[src/rtl/instruction_fetch_unit.sv]
// Instruction fetch unit: holds the PC, issues one fetch at a time to instruction memory and
// buffers returned words with their PCs in a small FIFO toward decode; redirects flush everything.
module instruction_fetch_unit #(
    parameter logic [63:0] RESET_PC   = 64'h0,
    parameter int unsigned FIFO_DEPTH = 2
) (
    input  logic        clk,
    input  logic        reset,
    output logic        imem_req_valid,
    input  logic        imem_req_ready,
    output logic [63:0] imem_req_addr,
    input  logic        imem_rsp_valid,
    input  logic [31:0] imem_rsp_data,
    input  logic        redirect_valid,
    input  logic [63:0] redirect_pc,
    output logic        inst_valid,
    input  logic        inst_ready,
    output logic [31:0] instruction,
    output logic [63:0] inst_pc
);
    localparam int unsigned PTR_W = (FIFO_DEPTH > 1) ? $clog2(FIFO_DEPTH) : 1;
    localparam int unsigned CNT_W = PTR_W + 1;
    localparam logic [CNT_W-1:0] DEPTH_C = CNT_W'(FIFO_DEPTH);

    typedef enum logic [1:0] {
        S_IDLE = 2'd0,
        S_REQ  = 2'd1,
        S_WAIT = 2'd2,
        S_DROP = 2'd3
    } state_e;

    state_e             state_q, state_d;
    logic [63:0]        pc_q, pc_d;
    logic [63:0]        req_pc_q, req_pc_d;
    logic [PTR_W-1:0]   rd_ptr_q, wr_ptr_q;
    logic [CNT_W-1:0]   count_q;
    logic [31:0]        data_q [FIFO_DEPTH];
    logic [63:0]        pcs_q  [FIFO_DEPTH];
    logic [31:0]        last_instr_q;
    logic [63:0]        last_pc_q;
    logic               push_s;
    logic               pop_s;
    logic               req_valid_s;
    logic [63:0]        redirect_pc_s;

    assign redirect_pc_s  = redirect_pc & ~64'h3;
    assign imem_req_addr  = pc_q;
    assign imem_req_valid = req_valid_s;
    assign inst_valid     = (count_q != {CNT_W{1'b0}});
    assign pop_s          = inst_valid & inst_ready;

    // Head entry while non-empty; otherwise the last head shown stays on the outputs.
    always_comb begin
        instruction = last_instr_q;
        inst_pc     = last_pc_q;
        if (inst_valid) begin
            instruction = data_q[rd_ptr_q];
            inst_pc     = pcs_q[rd_ptr_q];
        end else begin
            instruction = last_instr_q;
            inst_pc     = last_pc_q;
        end
    end

    // Fetch sequencer: next state, next PC, request valid and response push.
    always_comb begin
        state_d     = state_q;
        pc_d        = pc_q;
        req_pc_d    = req_pc_q;
        push_s      = 1'b0;
        req_valid_s = 1'b0;
        case (state_q)
            S_IDLE: begin
                state_d = S_REQ;
                if (redirect_valid) begin
                    pc_d = redirect_pc_s;
                end else begin
                    pc_d = pc_q;
                end
            end
            S_REQ: begin
                req_valid_s = (count_q < DEPTH_C) & ~redirect_valid;
                if (redirect_valid) begin
                    pc_d = redirect_pc_s;
                end else if (req_valid_s && imem_req_ready) begin
                    req_pc_d = pc_q;
                    pc_d     = pc_q + 64'd4;
                    state_d  = S_WAIT;
                end else begin
                    state_d = S_REQ;
                end
            end
            S_WAIT: begin
                if (imem_rsp_valid) begin
                    state_d = S_REQ;
                    if (redirect_valid) begin
                        pc_d = redirect_pc_s;
                    end else begin
                        push_s = 1'b1;
                    end
                end else if (redirect_valid) begin
                    pc_d    = redirect_pc_s;
                    state_d = S_DROP;
                end else begin
                    state_d = S_WAIT;
                end
            end
            S_DROP: begin
                if (redirect_valid) begin
                    pc_d = redirect_pc_s;
                end else begin
                    pc_d = pc_q;
                end
                if (imem_rsp_valid) begin
                    state_d = S_REQ;
                end else begin
                    state_d = S_DROP;
                end
            end
            default: begin
                state_d = S_IDLE;
            end
        endcase
    end

    // Sequencer state, PC and address of the fetch in flight.
    always_ff @(posedge clk or negedge reset) begin
        if (!reset) begin
            state_q  <= S_IDLE;
            pc_q     <= RESET_PC;
            req_pc_q <= 64'h0;
        end else begin
            state_q  <= state_d;
            pc_q     <= pc_d;
            req_pc_q <= req_pc_d;
        end
    end

    // Instruction buffer; a redirect flush takes priority over push and pop.
    always_ff @(posedge clk or negedge reset) begin
        if (!reset) begin
            rd_ptr_q     <= {PTR_W{1'b0}};
            wr_ptr_q     <= {PTR_W{1'b0}};
            count_q      <= {CNT_W{1'b0}};
            last_instr_q <= 32'h0;
            last_pc_q    <= 64'h0;
            for (int i = 0; i < int'(FIFO_DEPTH); i++) begin
                data_q[i] <= 32'h0;
                pcs_q[i]  <= 64'h0;
            end
        end else begin
            if (inst_valid) begin
                last_instr_q <= data_q[rd_ptr_q];
                last_pc_q    <= pcs_q[rd_ptr_q];
            end else begin
                last_instr_q <= last_instr_q;
                last_pc_q    <= last_pc_q;
            end
            if (redirect_valid) begin
                rd_ptr_q <= {PTR_W{1'b0}};
                wr_ptr_q <= {PTR_W{1'b0}};
                count_q  <= {CNT_W{1'b0}};
            end else begin
                if (push_s) begin
                    data_q[wr_ptr_q] <= imem_rsp_data;
                    pcs_q[wr_ptr_q]  <= req_pc_q;
                    wr_ptr_q         <= wr_ptr_q + PTR_W'(1);
                end else begin
                    wr_ptr_q <= wr_ptr_q;
                end
                if (pop_s) begin
                    rd_ptr_q <= rd_ptr_q + PTR_W'(1);
                end else begin
                    rd_ptr_q <= rd_ptr_q;
                end
                case ({push_s, pop_s})
                    2'b10:   count_q <= count_q + CNT_W'(1);
                    2'b01:   count_q <= count_q - CNT_W'(1);
                    default: count_q <= count_q;
                endcase
            end
        end
    end
endmodule

[config.mk]
export PLATFORM = sky130hd
export DESIGN_NAME = instruction_fetch_unit
export DESIGN_NICKNAME = d
export VERILOG_FILES = /design/src/rtl/instruction_fetch_unit.sv
export SDC_FILE = /design/constraint.sdc
export NUM_CORES = 1
export LEC_CHECK = 0
export ABC_CLOCK_PERIOD_IN_PS = 5250
export BUFFER_PORTS_ARGS = -buffer_cell sky130_fd_sc_hd__buf_2
export CAP_MARGIN = 20
export CORE_MARGIN = 10
export CORE_UTILIZATION = 55
export DETAILED_ROUTE_END_ITERATION = 6
export PLACE_DENSITY = 0.77
export SETUP_SLACK_MARGIN = 0.5
export SLEW_MARGIN = 5
export SYNTH_ARGS = -nofsm -noshare
export SYNTH_HDL_FRONTEND = slang
export SYNTH_SLANG_ARGS = --single-unit
[constraint.sdc]
create_clock -name clk -period 5.25 [get_ports clk]
set_input_delay 1.05 -clock clk [delete_from_list [all_inputs] [get_ports clk]]
set_output_delay 1.05 -clock clk [all_outputs]
set_load 0.01 [all_outputs]
==> impl_metrics.tcl, run 1 <==
set metrics [dict create \
    clock_latency_ps 550 \
    fmax_ghz 0.260 \
    dp.cells 2185 \
    die_w_um 200 \
    cap_violations 0 \
    area_growth_pct 17.7 \
    yosysWarningCount 0 \
    finalPower_mw 8.29 \
    synth_top_cell_by_area "dfrtp_1" \
    grt_max_degree 114 \
    cts.sinks 414 \
    fin_crit_ps 3840 \
    cts.path.max_buffers 3 \
    synth_top_flop_cell "dfrtp_1" \
    fill_cells 2507 \
    core_area_sq_um 31700 \
    slew_headroom_pct 20.8 \
    syn_inst 1606 \
    hp-class "reg -> reg" \
    grt_first_pass_wirelength_um 74500 \
    multiInputGateArea_sq_um 7070 \
    rows 65 \
    cp_max_fo 71 \
    ys_ff_latch 414 \
    grt_pass1_vias 13424 \
    post_cts_buffers 0 \
    stdcell_area_sq_um 21000 \
    setup_slack_ps 1410 \
    fin_crit_sh_pct 73.1 \
    r2r_cells 6 \
    min_to "last_pc_q[6]" \
    layout-drive-gt1-share_pct 30.6 \
    fin_util_pct 66.1 \
    h-tree-depth 2 \
    slew_violations 0 \
    drtAntennaViolNets 0 \
    synth_top_cells_by_count "dfrtp_1 (414), nand2_1 (326), mux2_2 (193)" \
    clock_skew_ps 20.0 \
    cts_tree "built" \
    drt-initial-drc-count 1064 \
    hold_viol 0 \
    power_density_nw_per_um2 396 \
    async_reset_ff_share_pct 100 \
    yosysMostFrequentCell "dfrtp_1" \
    worstPathRequired_ps 4200 \
    synth_top_area_share_pct 58.2 \
    synth_area_sq_um 17800 \
    seq_area_sq_um 10400 \
    placed_cell_area_sq_um 19500 \
    layoutNonFillerInstCount 2268 \
    via_per_inst 5.84 \
    reg2reg_slack_ps 2210 \
    status "completed" \
    nets 1931 \
    start_kind "flip-flop" \
    synth-edff-count 0 \
    rsz0062_at_grt "false" \
    worst-setup-path-type "reg -> out" \
    wl_per_cell_um 20.9 \
    irDropWorstVdd_mv 0.252 \
    portBuffers 259 \
    tightest_slew_ps 1180 \
    cts_hold_buffers 0 \
    avgSynthCellArea_sq_um 11.1 \
    min_path_cells 2 \
    hold-worst-slack_ps 481 \
    r2r_start "imem_req_addr[2]" \
    cts_resized 0 \
    grt.overflow.total 0 \
    leakage_nw 10.1 \
    die_h_um 200 \
    setup_violations 0 \
    cts_buffers 43 \
    cp-end-kind "primary output" \
    hpwl_um 31500 \
    routed-via-count 13252 \
    root_buffer "clkbuf_16" \
    hold_start "last_pc_q[6]" \
    crit_arrival_ps 2790 \
    dp_slack_ps 1480 \
    drt_first_pass_iters 7 \
    die_area_sq_um 40000 \
    yosysSeqAreaShare_pct 58.2 \
    globalRouteTotalUtil_pct 23.4 \
    synth_area_leaders "dfrtp_1 (58%), mux2_2 (12%), nand2_1 (6.9%), mux2i_1 (5.3%), o21ai_0 (3.6%)" \
    antenna_found_initial 3 \
    clk_pin_slew_ps 60 \
    drc 0 \
    gp_congestion 0.899 \
    ys_types 61 \
    final.setup.tns_ps 0 \
    ios 264 \
    r2r_end "imem_req_addr[56]" \
    start_util_pct 56.2 \
    drt_wl_total_um 47400 \
]
==> sequential cells by signal, summed over array words and instances (netlist names) <==
register and count:
req_pc_q 62, last_pc_q 64, last_instr_q 32, rd_ptr_q 1, wr_ptr_q 1, count_q 2, state_q 2, pcs_q 124
imem_req_addr 62, data_q 64
==> routing by layer <==
layer  GRT usage [%]  part of all wire [%]  vias to the layer above  wire length, um
met1            31.1                    42                     6590            19900
met3            5.99                   8.5                       94             4020
li1                -                     -                     6065                -
met5               0                     0                        -                0
met4            7.49                   2.9                        0             1370
met2            37.1                    47                      503            22100
==> critical path, stage by stage (launching register included) <==
cell	delay [ps]
dfrtp_1	490
nor2_4	510
buf_4	620
o21ai_0	330
buf_2	220
==> kinds of logic after synthesis <==
kind of cell / after synthesis / synth area share, %
flops: 414 / 58.2
buf+inv: 113 / 2.51
xor+xnor: 13 / 0.639
fa+ha+maj: 1 / 0.0702
other cells: 1 / 0.0211
compound gates: 240 / 7.74
mux: 288 / 17.5
simple gates: 536 / 13.3
==> power by group <==
| group | total [mW] | internal, mW | switching (mW) |
|---|---|---|---|
| clock | 3.06 | 1.81 | 1.25 |
| combinational | 1.19 | 0.525 | 0.666 |
| sequential | 4.04 | 3.66 | 0.380 |
| total | 8.29 | 6.00 | 2.30 |
==> layout by cell type (no fill, tap or decap), types with 6 or more instances in the layout <==
master / n
a21oi_1: 49
clkinv_2: 7
clkbuf_16: 43
nand3_1: 31
buf_4: 16
nor4_1: 10
mux2_2: 193
nor3_1: 19
mux2i_1: 95
a311oi_1: 9
buf_12: 7
xnor2_1: 8
clkbuf_8: 14
nor2_1: 64
or3_1: 8
o21ai_0: 127
and3_1: 12
buf_2: 258
nand2_1: 324
o22ai_1: 17
clkbuf_1: 9
and4_1: 8
nand4_1: 23
dfrtp_1: 413
inv_1: 6
==> area by class of cell <==
cell class | instances | share of cell area, %
timing repair buffer | 282 | 7.47
sequential | 414 | 49.4
antenna | 4 | 0.0477
multi-input combinational | 1080 | 33.7
inverter | 7 | 0.125
tap | 402 | 2.40
clock buffer | 66 | 6.21
clock inverter | 13 | 0.615
==> worst max path at each step <==
stage               depth (start not counted)  slack, ps           endpoint      startpoint
detailed placement                          6       1480  imem_req_addr[19]  redirect_valid
CTS                                         4       1400        inst_pc[11]      count_q[1]
global placement                            6       1520  imem_req_addr[19]  redirect_valid
floorplan                                   5       2210     imem_req_valid  redirect_valid
finish                                      4       1410        inst_pc[11]      count_q[1]
global route                                4       1220        inst_pc[11]      count_q[1]
No activity file was read; power rests on OpenSTA's default activity.
==> run 2, diff against run 1 <==
--- a/config.mk
+++ b/config.mk
@@ -5,7 +5,8 @@
 export SDC_FILE = /design/constraint.sdc
 export NUM_CORES = 1
 export LEC_CHECK = 0
-export ABC_CLOCK_PERIOD_IN_PS = 5250
+export ABC_AREA = 1
+export ABC_CLOCK_PERIOD_IN_PS = 3800
 export BUFFER_PORTS_ARGS = -buffer_cell sky130_fd_sc_hd__buf_2
 export CAP_MARGIN = 20
 export CORE_MARGIN = 10
==> constraint.sdc (replaced) <==
create_clock -name clk -period 3.8 [get_ports clk]
set_input_delay 0.76 -clock clk [delete_from_list [all_inputs] [get_ports clk]]
set_output_delay 0.76 -clock clk [all_outputs]
set_load 0.01 [all_outputs]
==> run 2 against run 1 <==
Cell area up 5.0%; first-iteration DRC count increased by 42%; critical path type unchanged; critical endpoint is now inst_pc[44]; hold slack worse by 270 ps; die area grew 6.0%; synthesized cell count grew 41%; non-clock buffer count grew 4; clock-buffer cell count stayed put.
==> impl_metrics.tcl, run 2 <==
set metrics [dict create \
    synth-edff-count 0 \
    slowest_stage "dfrtp_2" \
    ys_types 32 \
    grt_first_pass_wirelength_um 90700 \
    start_kind "flip-flop" \
    synth_area_sq_um 19000 \
    rsz0062_at_grt "false" \
    clock_latency_ps 550 \
    largest_register_ffs 124 \
    globalRouteTotalUtil_pct 27.0 \
    cts_tree "built" \
    setup_violations 0 \
    nets 2591 \
    cp_slowest_stage_delay_ps 540 \
    drt-initial-drc-count 1515 \
    clock_skew_ps 28.8 \
    slew_headroom_pct 48.2 \
    status "completed" \
    die_w_um 206 \
    final.setup.tns_ps 0 \
    portBuffers 259 \
    worst-setup-path-type "reg -> out" \
    hpwl_um 40200 \
    gp_congestion 1.05 \
    hold-worst-slack_ps 209 \
    die_h_um 206 \
    grt_pass1_vias 16212 \
    cts_resized 0 \
    clk_pin_slew_ps 60 \
    ys_ff_latch 414 \
    yosysMostFrequentCell "nand2_1" \
    antenna_found_initial 0 \
    regMostFlops "pcs_q" \
    slew_violations 0 \
    syn_inst 2270 \
    fmax_ghz 0.320 \
    cp-end-kind "primary output" \
    drt_first_pass_iters 6 \
    irDropWorstVdd_mv 0.416 \
    synth_top_cells_by_count "nand2_1 (774), dfrtp_1 (414), nor2_1 (211)" \
    grt.overflow.total 0 \
    synth_top_flop_cell "dfrtp_1" \
    worstPathRequired_ps 3040 \
    drc 0 \
    power_density_nw_per_um2 725 \
    fin_crit_ps 3130 \
    fin_crit_sh_pct 82.3 \
    h-tree-depth 2 \
    post_cts_buffers 0 \
    most-common-layout-cells "nand2_1 (773), dfrtp_1 (413), buf_2 (258), nor2_1 (210), a21oi_1 (209)" \
    path_cells "inv_2 -> buf_4 -> nand2_1 -> a21oi_1 -> buf_2" \
    drtAntennaViolNets 0 \
    rows 68 \
    cap_violations 0 \
    async_reset_ff_share_pct 100 \
    synth_top_cell_by_area "dfrtp_1" \
    hold_viol 0 \
    cts.path.max_buffers 3 \
    tightest_slew_ps 777 \
    cts_hold_buffers 0 \
    leakage_nw 11.4 \
    synth_area_leaders "dfrtp_1 (54%), nand2_1 (15%), a21oi_1 (5.5%), mux2_2 (5.4%), nor2_1 (4.2%)" \
    synth_top_area_share_pct 54.5 \
    ios 264 \
    core_area_sq_um 34300 \
    cts_buffers 41 \
    final_common_cell "nand2_1" \
    yosysSeqAreaShare_pct 54.5 \
    crit_arrival_ps 2370 \
    root_buffer "clkbuf_16" \
    yosysWarningCount 0 \
    wl_per_cell_um 19.3 \
    drt_wl_total_um 57200 \
    reg_top3 "pcs_q: 124 flops, data_q: 64 flops, last_pc_q: 64 flops" \
    layout-drive-gt1-share_pct 19.5 \
    start_util_pct 55.4 \
    diodes 0 \
    routed-via-count 16412 \
    cts.sinks 414 \
    via_per_inst 5.52 \
    grt_max_degree 96 \
    area_growth_pct 15.8 \
    die_area_sq_um 42400 \
    cp_max_fo 43 \
    hp-class "in -> async" \
    avgSynthCellArea_sq_um 8.38 \
    fill_cells 2913 \
]
## run 2: cell type report
type / instances / area [sq um] / share of cell area, %
inverter: 149 / 561 / 2.55
clock buffer: 66 / 1250 / 5.68
multi-input combinational: 1596 / 7560 / 34.3
clock inverter: 7 / 90.1 / 0.409
sequential: 414 / 10400 / 47.0
tap: 455 / 569 / 2.58
timing repair buffer: 286 / 1630 / 7.42
## run 2: kinds of logic (layout without fill, tap and decap cells)
kind of cell | count (synthesis) | count (layout) | synth area share (%)
flops | 414 | 414 | 54.5
simple gates | 1123 | 1123 | 23.7
fa+ha+maj | 1 | 1 | 0.0658
compound gates | 367 | 367 | 9.87
xor+xnor | 9 | 9 | 0.415
mux | 94 | 94 | 5.57
buf+inv | 261 | 508 | 5.91
other cells | 1 | 2 | 0.0197
## run 2: worst max-delay path, delay by kind of cell, from the launching register on
| kind | cells | cell delay, ps |
|---|---|---|
| buf+inv | 3 | 780 |
| simple gates | 1 | 110 |
| flops | 1 | 540 |
| compound gates | 1 | 380 |
## run 2: final timing paths
check                                 start                to  depth (start not counted)  slack [ps]
setup / recovery                   rd_ptr_q       inst_pc[44]                          5         670
hold / removal                        reset  last_instr_q[24]                          1         210
setup reg to reg                 state_q[1]  imem_req_addr[5]                          8        1260
hold reg to reg                  data_q[41]        data_q[41]                          2         470
max in group asynchronous             reset         pcs_q[18]                          2        2760
min in group clk           imem_rsp_data[8]        data_q[40]                          3         440
## run 2: routing by layer
layer  part of all wire, %  global-route usage, %  vias up
met5                     0                      0        -
met4                   3.0                   8.57        0
met3                   7.0                   3.73       96
met2                    47                   43.0      653
li1                      -                      -     7723
met1                    43                   37.6     7940
## run 2: metrics by stage
| stage | setup WS (ps) | instances | area (sq um) | util (%) | total power, mW |
|---|---|---|---|---|---|
| final | 674 | 2973 | 22000 | 64.2 | 16.0 |
| after global routing | 539 | 2973 | 22000 | 64.2 | 17.0 |
| after CTS | 663 | 2973 | 22000 | 64.2 | 16.0 |
| after detailed placement | 744 | 2900 | 20700 | 60.3 | 12.0 |
| after global placement | 821 | 2900 | 20700 | 60.3 | 11.8 |
| after floorplan | 1710 | 2271 | 19000 | - | 9.47 |
## run 2: where the power goes
group / internal (mW) / switching (mW)
clock network: 2.33 / 1.69
registers: 5.59 / 0.841
logic: 1.84 / 3.66
total: 9.77 / 6.19
==> run 3, diff against run 2 <==
--- a/config.mk
+++ b/config.mk
@@ -6,13 +6,13 @@
 export NUM_CORES = 1
 export LEC_CHECK = 0
 export ABC_AREA = 1
-export ABC_CLOCK_PERIOD_IN_PS = 3800
+export ABC_CLOCK_PERIOD_IN_PS = 2600
 export BUFFER_PORTS_ARGS = -buffer_cell sky130_fd_sc_hd__buf_2
 export CAP_MARGIN = 20
 export CORE_MARGIN = 10
-export CORE_UTILIZATION = 55
+export CORE_UTILIZATION = 52
 export DETAILED_ROUTE_END_ITERATION = 6
-export PLACE_DENSITY = 0.77
+export PLACE_DENSITY = 0.76
 export SETUP_SLACK_MARGIN = 0.5
 export SLEW_MARGIN = 5
 export SYNTH_ARGS = -nofsm -noshare
==> constraint.sdc (replaced) <==
create_clock -name clk -period 2.6 [get_ports clk]
set_input_delay 0.52 -clock clk [delete_from_list [all_inputs] [get_ports clk]]
set_output_delay 0.52 -clock clk [all_outputs]
set_load 0.01 [all_outputs]
==> run 3 against run 2 <==
Sequential cell count did not move; cell area rose by 7.6%; hold slack got worse by 27 ps; combinational power rose by 100%; wire length rose by 12%.
==> impl_metrics.tcl, run 3 (synthesis results as in run 2) <==
set metrics [dict create \
    seq_area_sq_um 10400 \
    hp-class "in -> reg" \
    min_to "data_q[59]" \
    cap_violations 0 \
    leakage_nw 12.0 \
    globalRouteTotalUtil_pct 27.7 \
    hold_viol 0 \
    area_growth_pct 24.7 \
    antenna_found_initial 1 \
    cp_max_fo 6 \
    layoutNonFillerInstCount 3046 \
    root_buffer "clkbuf_16" \
    worstPathRequired_ps 2080 \
    via_per_inst 5.64 \
    core_area_sq_um 35800 \
    drt-initial-drc-count 1786 \
    multiInputGateArea_sq_um 8090 \
    largest_register_ffs 124 \
    setup_slack_ps 65.5 \
    status "completed" \
    portBuffers 259 \
    final.setup.tns_ps 0 \
    routed-via-count 17167 \
    fin_crit_ps 2530 \
    p_sw_share_pct 39.6 \
    hold_start "imem_rsp_data[27]" \
    fin_crit_sh_pct 97.5 \
    tightest_slew_ps 737 \
    regMostFlops "pcs_q" \
    clock_latency_ps 560 \
    dp.cells 2925 \
    crit_arrival_ps 2010 \
    drc 0 \
    min_path_cells 3 \
    die_w_um 211 \
    drt_wl_total_um 64300 \
    power_density_nw_per_um2 1120 \
    combPwrFrac_pct 41.6 \
    r2r_cells 8 \
    slew_headroom_pct 50.9 \
    rows 69 \
    hpwl_um 42000 \
    cp-end-kind "primary output" \
    drt_first_pass_iters 6 \
    die_h_um 211 \
    start_kind "flip-flop" \
    r2r_start "imem_req_addr[2]" \
    fmax_ghz 0.395 \
    clk_pin_slew_ps 60 \
    grt_max_degree 95 \
    rsz0062_at_grt "true" \
    clkPwrFrac_pct 22.6 \
    dp_slack_ps 361 \
    p_sw_mw 10.5 \
    die_area_sq_um 44600 \
    irDropWorstVdd_mv 0.710 \
    nets 2656 \
    grt.overflow.total 0 \
    fill_cells 2866 \
    grt_pass1_vias 17005 \
    reg_top3 "pcs_q: 124 flops, data_q: 64 flops, last_pc_q: 64 flops" \
    cts.sinks 414 \
    slew_violations 0 \
    worst-setup-path-type "reg -> out" \
    setup_violations 0 \
    cts_buffers 43 \
    cts_tree "built" \
    drtAntennaViolNets 0 \
    fin_util_pct 66.2 \
    ios 264 \
    internal-power_mw 16.1 \
    wl_per_cell_um 21.1 \
    clock_skew_ps 27.8 \
    most-common-layout-cells "nand2_1 (770), dfrtp_1 (402), buf_2 (243), nor2_1 (141), inv_1 (136)" \
    r2r_end "imem_req_addr[36]" \
    reg2reg_slack_ps 570 \
    final_common_cell "nand2_1" \
    pwr-share-seq_pct 35.8 \
    h-tree-depth 2 \
    layout-drive-gt1-share_pct 28.0 \
    cts.path.max_buffers 3 \
    start_util_pct 53.1 \
    grt_first_pass_wirelength_um 96900 \
    gp_congestion 1.01 \
]
==> run 3: critical path, stage by stage (launching register included) <==
cell	delay (ps)
dfrtp_4	540
inv_8	120
buf_12	170
clkbuf_16	170
nand2_1	80
a21oi_2	200
buf_2	170
==> run 3: timing repair <==
item                                    CTS  global route
cloned                                    9            10
setup buffers                            17             7
hold buffers                              1             0
endpoints found under the hold margin    58             0
resized for setup                       122           116
endpoints found under the setup margin  101           130
pin swaps                                13            17
==> run 3: worst max-delay path by stage <==
stage / cells after the start / slack, ps / startpoint / to
after floorplan: 6 / 750 / rd_ptr_q / instruction[10]
after global placement: 5 / 390 / count_q[1] / inst_pc[27]
after detailed placement: 5 / 360 / count_q[0] / inst_pc[27]
after CTS: 6 / 110 / rd_ptr_q / inst_pc[31]
after global routing: 6 / -10 / count_q[0] / instruction[7]
final: 6 / 70 / rd_ptr_q / instruction[23]
==> run 3: power groups by stage <==
stage	Clock, mW	Sequential (mW)	Combinational (mW)
global placement	0	9.38	8.09
finish	6.01	9.54	11.1
detailed placement	0	9.46	8.26
CTS	6.06	9.38	9.78
global route	6.35	9.72	11.9
floorplan	0	9.15	4.69
==> run 3: final cells by class <==
type                            instances  area share (%)
Clock buffer                           65            5.44
Sequential cell                       414            43.8
Clock inverter                         11           0.354
Inverter                              149            2.44
Multi-Input combinational cell       1596            34.1
Antenna cell                            1          0.0106
Timing Repair Buffer                  349            11.4
Tap cell                              461            2.43
==> run 3: metal layers <==
layer	vias to the layer above	part of all wire, %	track usage (%)
li1	7862	-	-
met1	8414	42	37.0
met2	772	47	44.6
met3	119	7.8	4.87
met4	0	3.1	9.42
met5	-	0	0
==> run 3: through the flow <==
stage | power [mW] | cell area, sq um | hold WS [ps]
floorplan | 13.8 | 19000 | 224
global placement | 17.5 | 20900 | 453
detailed placement | 17.7 | 20900 | 458
CTS | 25.2 | 23100 | 164
global route | 28.0 | 23700 | 182
finish | 26.6 | 23700 | 182
